**config.mk**
```make
export PLATFORM = sky130hd
export DESIGN_NAME = vae_layer_scheduler
export DESIGN_NICKNAME = d
export VERILOG_FILES = /design/src/rtl/vae_layer_scheduler.sv
export SDC_FILE = /design/constraint.sdc
export NUM_CORES = 1
export LEC_CHECK = 0
export BUFFER_PORTS_ARGS = -buffer_cell sky130_fd_sc_hd__buf_4
export CAP_MARGIN = 20
export CORE_UTILIZATION = 40
export CTS_CLUSTER_DIAMETER = 120
export DETAILED_ROUTE_END_ITERATION = 10
export GPL_TIMING_DRIVEN = 0
export SKIP_CTS_REPAIR_TIMING = 1
export SYNTH_ARGS = -nofsm -noshare
export SYNTH_HDL_FRONTEND = slang
export SYNTH_SLANG_ARGS = --single-unit
```
**constraint.sdc**
```tcl
create_clock -name clk -period 3.8 [get_ports clk]
set_input_delay 0.57 -clock clk [delete_from_list [all_inputs] [get_ports clk]]
set_output_delay 0.57 -clock clk [all_outputs]
set_load 0.03 [all_outputs]
```
**src/rtl/vae_layer_scheduler.sv**
```systemverilog
// Two-layer VAE decoder sequencer: walks every (neuron, input) product of
// layer 0 then layer 1 through one shared MAC and writes each finished neuron.
module vae_layer_scheduler #(
    parameter int WIDTH = 10,
    parameter int IN0   = 2,
    parameter int N0    = 18,
    parameter int N1    = 196
) (
    input  logic        clk,
    input  logic        rst,
    input  logic        start,
    input  logic        abort,
    input  logic        mac_stall,
    output logic        busy,
    output logic        done,
    output logic        layer_sel,
    output logic [7:0]  neuron_idx,
    output logic [4:0]  input_idx,
    output logic [11:0] w_addr,
    output logic        mac_clr,
    output logic        mac_en,
    output logic        mac_last,
    output logic        res_we,
    output logic [7:0]  res_addr,
    output logic [2:0]  dbg_state
);

    typedef enum logic [2:0] {
        S_IDLE   = 3'd0,
        S_L0_RUN = 3'd1,
        S_L0_WB  = 3'd2,
        S_L1_RUN = 3'd3,
        S_L1_WB  = 3'd4,
        S_DONE   = 3'd5
    } state_t;

    localparam logic [4:0]  L_K0_LAST = 5'(IN0 - 1);
    localparam logic [4:0]  L_K1_LAST = 5'(N0 - 1);
    localparam logic [7:0]  L_N0_LAST = 8'(N0 - 1);
    localparam logic [7:0]  L_N1_LAST = 8'(N1 - 1);
    localparam logic [11:0] L_L1_BASE = 12'(N0 * IN0);

    // input_idx briefly reaches K (up to N0) in the WB cycle, and the flat
    // weight address must fit the 12-bit ROM port.
    if (WIDTH < 1 || IN0 < 1 || N0 < 1 || N0 > 31 || N1 < 1 || N1 > 256 ||
        (N0 * IN0 + N1 * N0) > 4096) begin : g_bad_params
        $error("vae_layer_scheduler: parameters do not fit the index/address ports");
    end

    state_t      r_state;
    logic [7:0]  r_neuron;
    logic [4:0]  r_input;

    logic        w_is_run;
    logic        w_is_wb;
    logic        w_fire;
    logic [4:0]  w_k_last;
    logic [11:0] w_addr_l0;
    logic [11:0] w_addr_l1;

    always_ff @(posedge clk) begin
        if (rst) begin
            r_state  <= S_IDLE;
            r_neuron <= '0;
            r_input  <= '0;
        end else if (abort && r_state != S_IDLE) begin
            r_state  <= S_IDLE;
            r_neuron <= '0;
            r_input  <= '0;
        end else begin
            case (r_state)
                S_IDLE: begin
                    if (start && !abort) begin
                        r_state  <= S_L0_RUN;
                        r_neuron <= '0;
                        r_input  <= '0;
                    end
                end
                S_L0_RUN: begin
                    if (!mac_stall) begin
                        r_input <= r_input + 5'd1;
                        if (r_input == L_K0_LAST) r_state <= S_L0_WB;
                    end
                end
                S_L0_WB: begin
                    r_input <= '0;
                    if (r_neuron == L_N0_LAST) begin
                        r_neuron <= '0;
                        r_state  <= S_L1_RUN;
                    end else begin
                        r_neuron <= r_neuron + 8'd1;
                        r_state  <= S_L0_RUN;
                    end
                end
                S_L1_RUN: begin
                    if (!mac_stall) begin
                        r_input <= r_input + 5'd1;
                        if (r_input == L_K1_LAST) r_state <= S_L1_WB;
                    end
                end
                S_L1_WB: begin
                    r_input <= '0;
                    if (r_neuron == L_N1_LAST) begin
                        r_neuron <= '0;
                        r_state  <= S_DONE;
                    end else begin
                        r_neuron <= r_neuron + 8'd1;
                        r_state  <= S_L1_RUN;
                    end
                end
                S_DONE:  r_state <= S_IDLE;
                default: r_state <= S_IDLE;
            endcase
        end
    end

    // MAC handshake: mac_en is the valid for one product and !mac_stall is the
    // ready; a product is consumed (and indices advance) only when both are high.
    assign w_is_run  = (r_state == S_L0_RUN) || (r_state == S_L1_RUN);
    assign w_is_wb   = (r_state == S_L0_WB)  || (r_state == S_L1_WB);
    assign w_fire    = w_is_run && !mac_stall;
    assign w_k_last  = (r_state == S_L1_RUN) ? L_K1_LAST : L_K0_LAST;

    assign w_addr_l0 = 12'(r_neuron) * 12'(IN0) + 12'(r_input);
    assign w_addr_l1 = L_L1_BASE + 12'(r_neuron) * 12'(N0) + 12'(r_input);

    assign layer_sel  = (r_state == S_L1_RUN) || (r_state == S_L1_WB) || (r_state == S_DONE);
    assign w_addr     = layer_sel ? w_addr_l1 : w_addr_l0;
    assign busy       = (r_state != S_IDLE);
    assign done       = (r_state == S_DONE);
    assign neuron_idx = r_neuron;
    assign input_idx  = r_input;
    assign mac_en     = w_fire;
    assign mac_clr    = w_fire && (r_input == 5'd0);
    assign mac_last   = w_fire && (r_input == w_k_last);
    assign res_we     = w_is_wb;
    assign res_addr   = r_neuron;
    assign dbg_state  = r_state;

endmodule
```
==> reports/metrics.csv <==
stage,metric,value,unit
status,status,completed,
power_and_ir_drop,powerDensity,257,nW/µm²
timing,setup_viol,0,
worst_hold_path,hold_class,primary input to flip-flop,
synth,ys_seq_area_frac,0.162,
synth,synth_edf_count,0,
synth,synth_common_cells,"nor2_1, ha_1, inv_1",
global_routing,grt_pass1_wl,7.58,mm
job,drv_cap,0,
cts,cts.reportedPaths.clkPinSlew,70,ps
floorplanning,die_h,72.2,µm
cells_and_area,final_layout_size_suffix_gt1_frac,0.272,
timing,report.final.slew_viol_count,0,
synth,synth_top_cell_by_area,ha_1,
synth,yosys-top-cells-area,"ha_1, dfxtp_1, nor2_1",
floorplanning,die_area,5220,µm²
placement,dp_hpwl,3.61,mm
power_and_ir_drop,p_seq_frac,0.320,
timing,layout_min_cycle_time,3580,ps
floorplanning,die-width,72.2,µm
cells_and_area,fin_area,2480,µm²
power_and_ir_drop,switchingPower,255,µW
global_routing,grt_usage,0.180,
placement,io_buffer_count,47,
global_routing,antenna_found_initial,0,
setup_path,max_stage_delay,480,ps
placement,place_ws,240,ps
power_and_ir_drop,p_int,381,µW
timing,slew_headroom,0.632,
global_routing,overflow,0,
setup_path,critPathSlowestCell,fa_1,
setup_path,path_max_fanout,9,
synth,ys_types,53,
timing,fin_crit_sh,0.943,
setup_path,crit_chain,"ha_1, ha_1, inv_1, fa_1, inv_1, ha_1, o21a_1, o31a_1, o21bai_2, nor3_2, xnor3_1, nor2_1, buf_4",
cells_and_area,final_util,0.525,
placement,dpl-instance-area,2410,µm²
cts,htreeDepth,1,
setup_path,cp-end-kind,output pin,
synth,synth.avg_cell_area,7.86,µm²
cells_and_area,antenna_cells,0,
cells_and_area,nNetsFinal,337,
detailed_routing,post_drt_wl_per_cell,12.3,µm
detailed_routing,postRouteAntennaNets,0,
synth,synth_flop_cell,dfxtp_1,
synth,yosysWarnings,0,
timing,finalClockSkew,7.73,ps
detailed_routing,drc,0,
setup_path,crit_type,flip-flop to output pin,
timing,hold_viol_final,0,
detailed_routing,firstDrtPassIters,4,
timing,worst_pin_slew,537,ps
synth,syn_area,1970,µm²
cts,clk_latency,260,ps
setup_path,cp-start-kind,flip-flop,
power_and_ir_drop,p_sw_frac,0.401,
detailed_routing,wl,4.55,mm
cts,root_buffer,clkbuf_8,
synth,post-synth-top-count-cell,nor2_1,
detailed_routing,vias_per_cell,5.07,
setup_path,critPathBufInv,3,
placement,gp_congestion,0.873,
timing,timing.fmax,0.279,GHz
detailed_routing,drt_iter0_markers,72,
floorplanning,ios,48,
synth,async_flop_share,0,
synth,netlist_instances,251,
synth,syn_nets,285,
setup_path,rrSetupSlack,2020,ps
cts,tritoncts,done,
timing,rsz0062_at_grt,false,
floorplanning,initial_utilization,0.418,
timing,fin_ws,218,ps
synth,ys_ff_latch,16,
power_and_ir_drop,p_clk_frac,0.240,
cells_and_area,areaGrowthSynthToFinish,25.7,%
global_routing,grt_pass1_vias,1678,
power_and_ir_drop,vdd.ir_drop.worst,0.206,mV
cts,clock_path_buffers,2,
timing,fin_setup_tns,0,ps
setup_path,cpMostUsedCell,ha_1,
power_and_ir_drop,combPwrFrac,0.439,
detailed_routing,vias,1870,
setup_path,crit_family,adder cells,
setup_path,required,3230,ps
synth,yosysTopAreaCellShare,0.165,
floorplanning,fp-row-count,25,
cts,cts_made_buffers,3,
floorplanning,coreArea,4720,µm²
global_routing,grt_max_degree,11,
setup_path,cp.arrival,3010,ps
power_and_ir_drop,p_leak,1.13,nW
cts,clock_sinks,16,
[kinds of logic (layout without fill, tap and decap cells)]
family,after synthesis,count (layout),synth area share
flops,16,16,0.162
buf+inv,37,88,0.0945
xor+xnor,28,28,0.131
simple gates,80,80,0.207
fa+ha+maj,29,29,0.195
mux,1,1,0.00507
compound gates,60,60,0.204
[worst paths after layout]
check,from,endpoint,cells after the start
max,neuron_idx[1],w_addr[10],13
min reg2reg,neuron_idx[1],neuron_idx[1],2
max reg2reg,neuron_idx[1],dbg_state[1],7
min,rst,dbg_state[0],3
[final cells by class]
class | instances | area (µm²)
multi-input combinational | 198 | 1480
inverter | 20 | 75.1
fill | 497 | 2240
sequential | 16 | 328
timing repair buffer | 47 | 353
clock buffer | 4 | 55.1
tap | 67 | 83.8
buffer | 17 | 111
[routing by layer]
metal	vias to the layer above	part of all wire	track usage
met1	846	0.48	0.248
met5	-	0	0
met3	2	0.055	0.0292
li1	972	-	-
met4	0	0.0018	0.0131
met2	50	0.47	0.309
[registers in the layout (all words and copies together), names as in the netlist]
register / flops
neuron_idx: 8
dbg_state: 3
input_idx: 5
[tightest hold or removal path, stage by stage]
cell and delay, ps:
buf_4 80, a21o_1 90, a211oi_1 40
[metrics by stage]
step | power (mW) | cells | hold WS [ps]
6_report | 0.637 | 369 | 580
5_1_grt | 0.673 | 369 | 590
4_1_cts | 0.641 | 369 | 578
3_5_place_dp | 0.486 | 365 | 607
3_3_place_gp | 0.486 | 365 | 624
2_1_floorplan | 0.402 | 251 | 717
[power by group through the flow]
| stage | clock network (mW) | registers [mW] | logic [mW] |
|---|---|---|---|
| global route | 0.163 | 0.207 | 0.303 |
| finish | 0.153 | 0.204 | 0.280 |
| detailed placement | 0 | 0.206 | 0.280 |
| floorplan | 0 | 0.221 | 0.181 |
| global placement | 0 | 0.206 | 0.280 |
| CTS | 0.158 | 0.202 | 0.281 |
[layout by cell type, fill, tap and decap left out, types with 5 or more instances in the layout]
cell / instances
xnor2_1: 14
nand4_1: 6
dfxtp_1: 12
a21o_1: 5
ha_1: 26
nor2_1: 34
o21ai_0: 9
buf_4: 56
nand2_1: 12
a21oi_1: 18
inv_1: 20
xor2_1: 13
No activity file was read; power rests on OpenSTA's default activity.
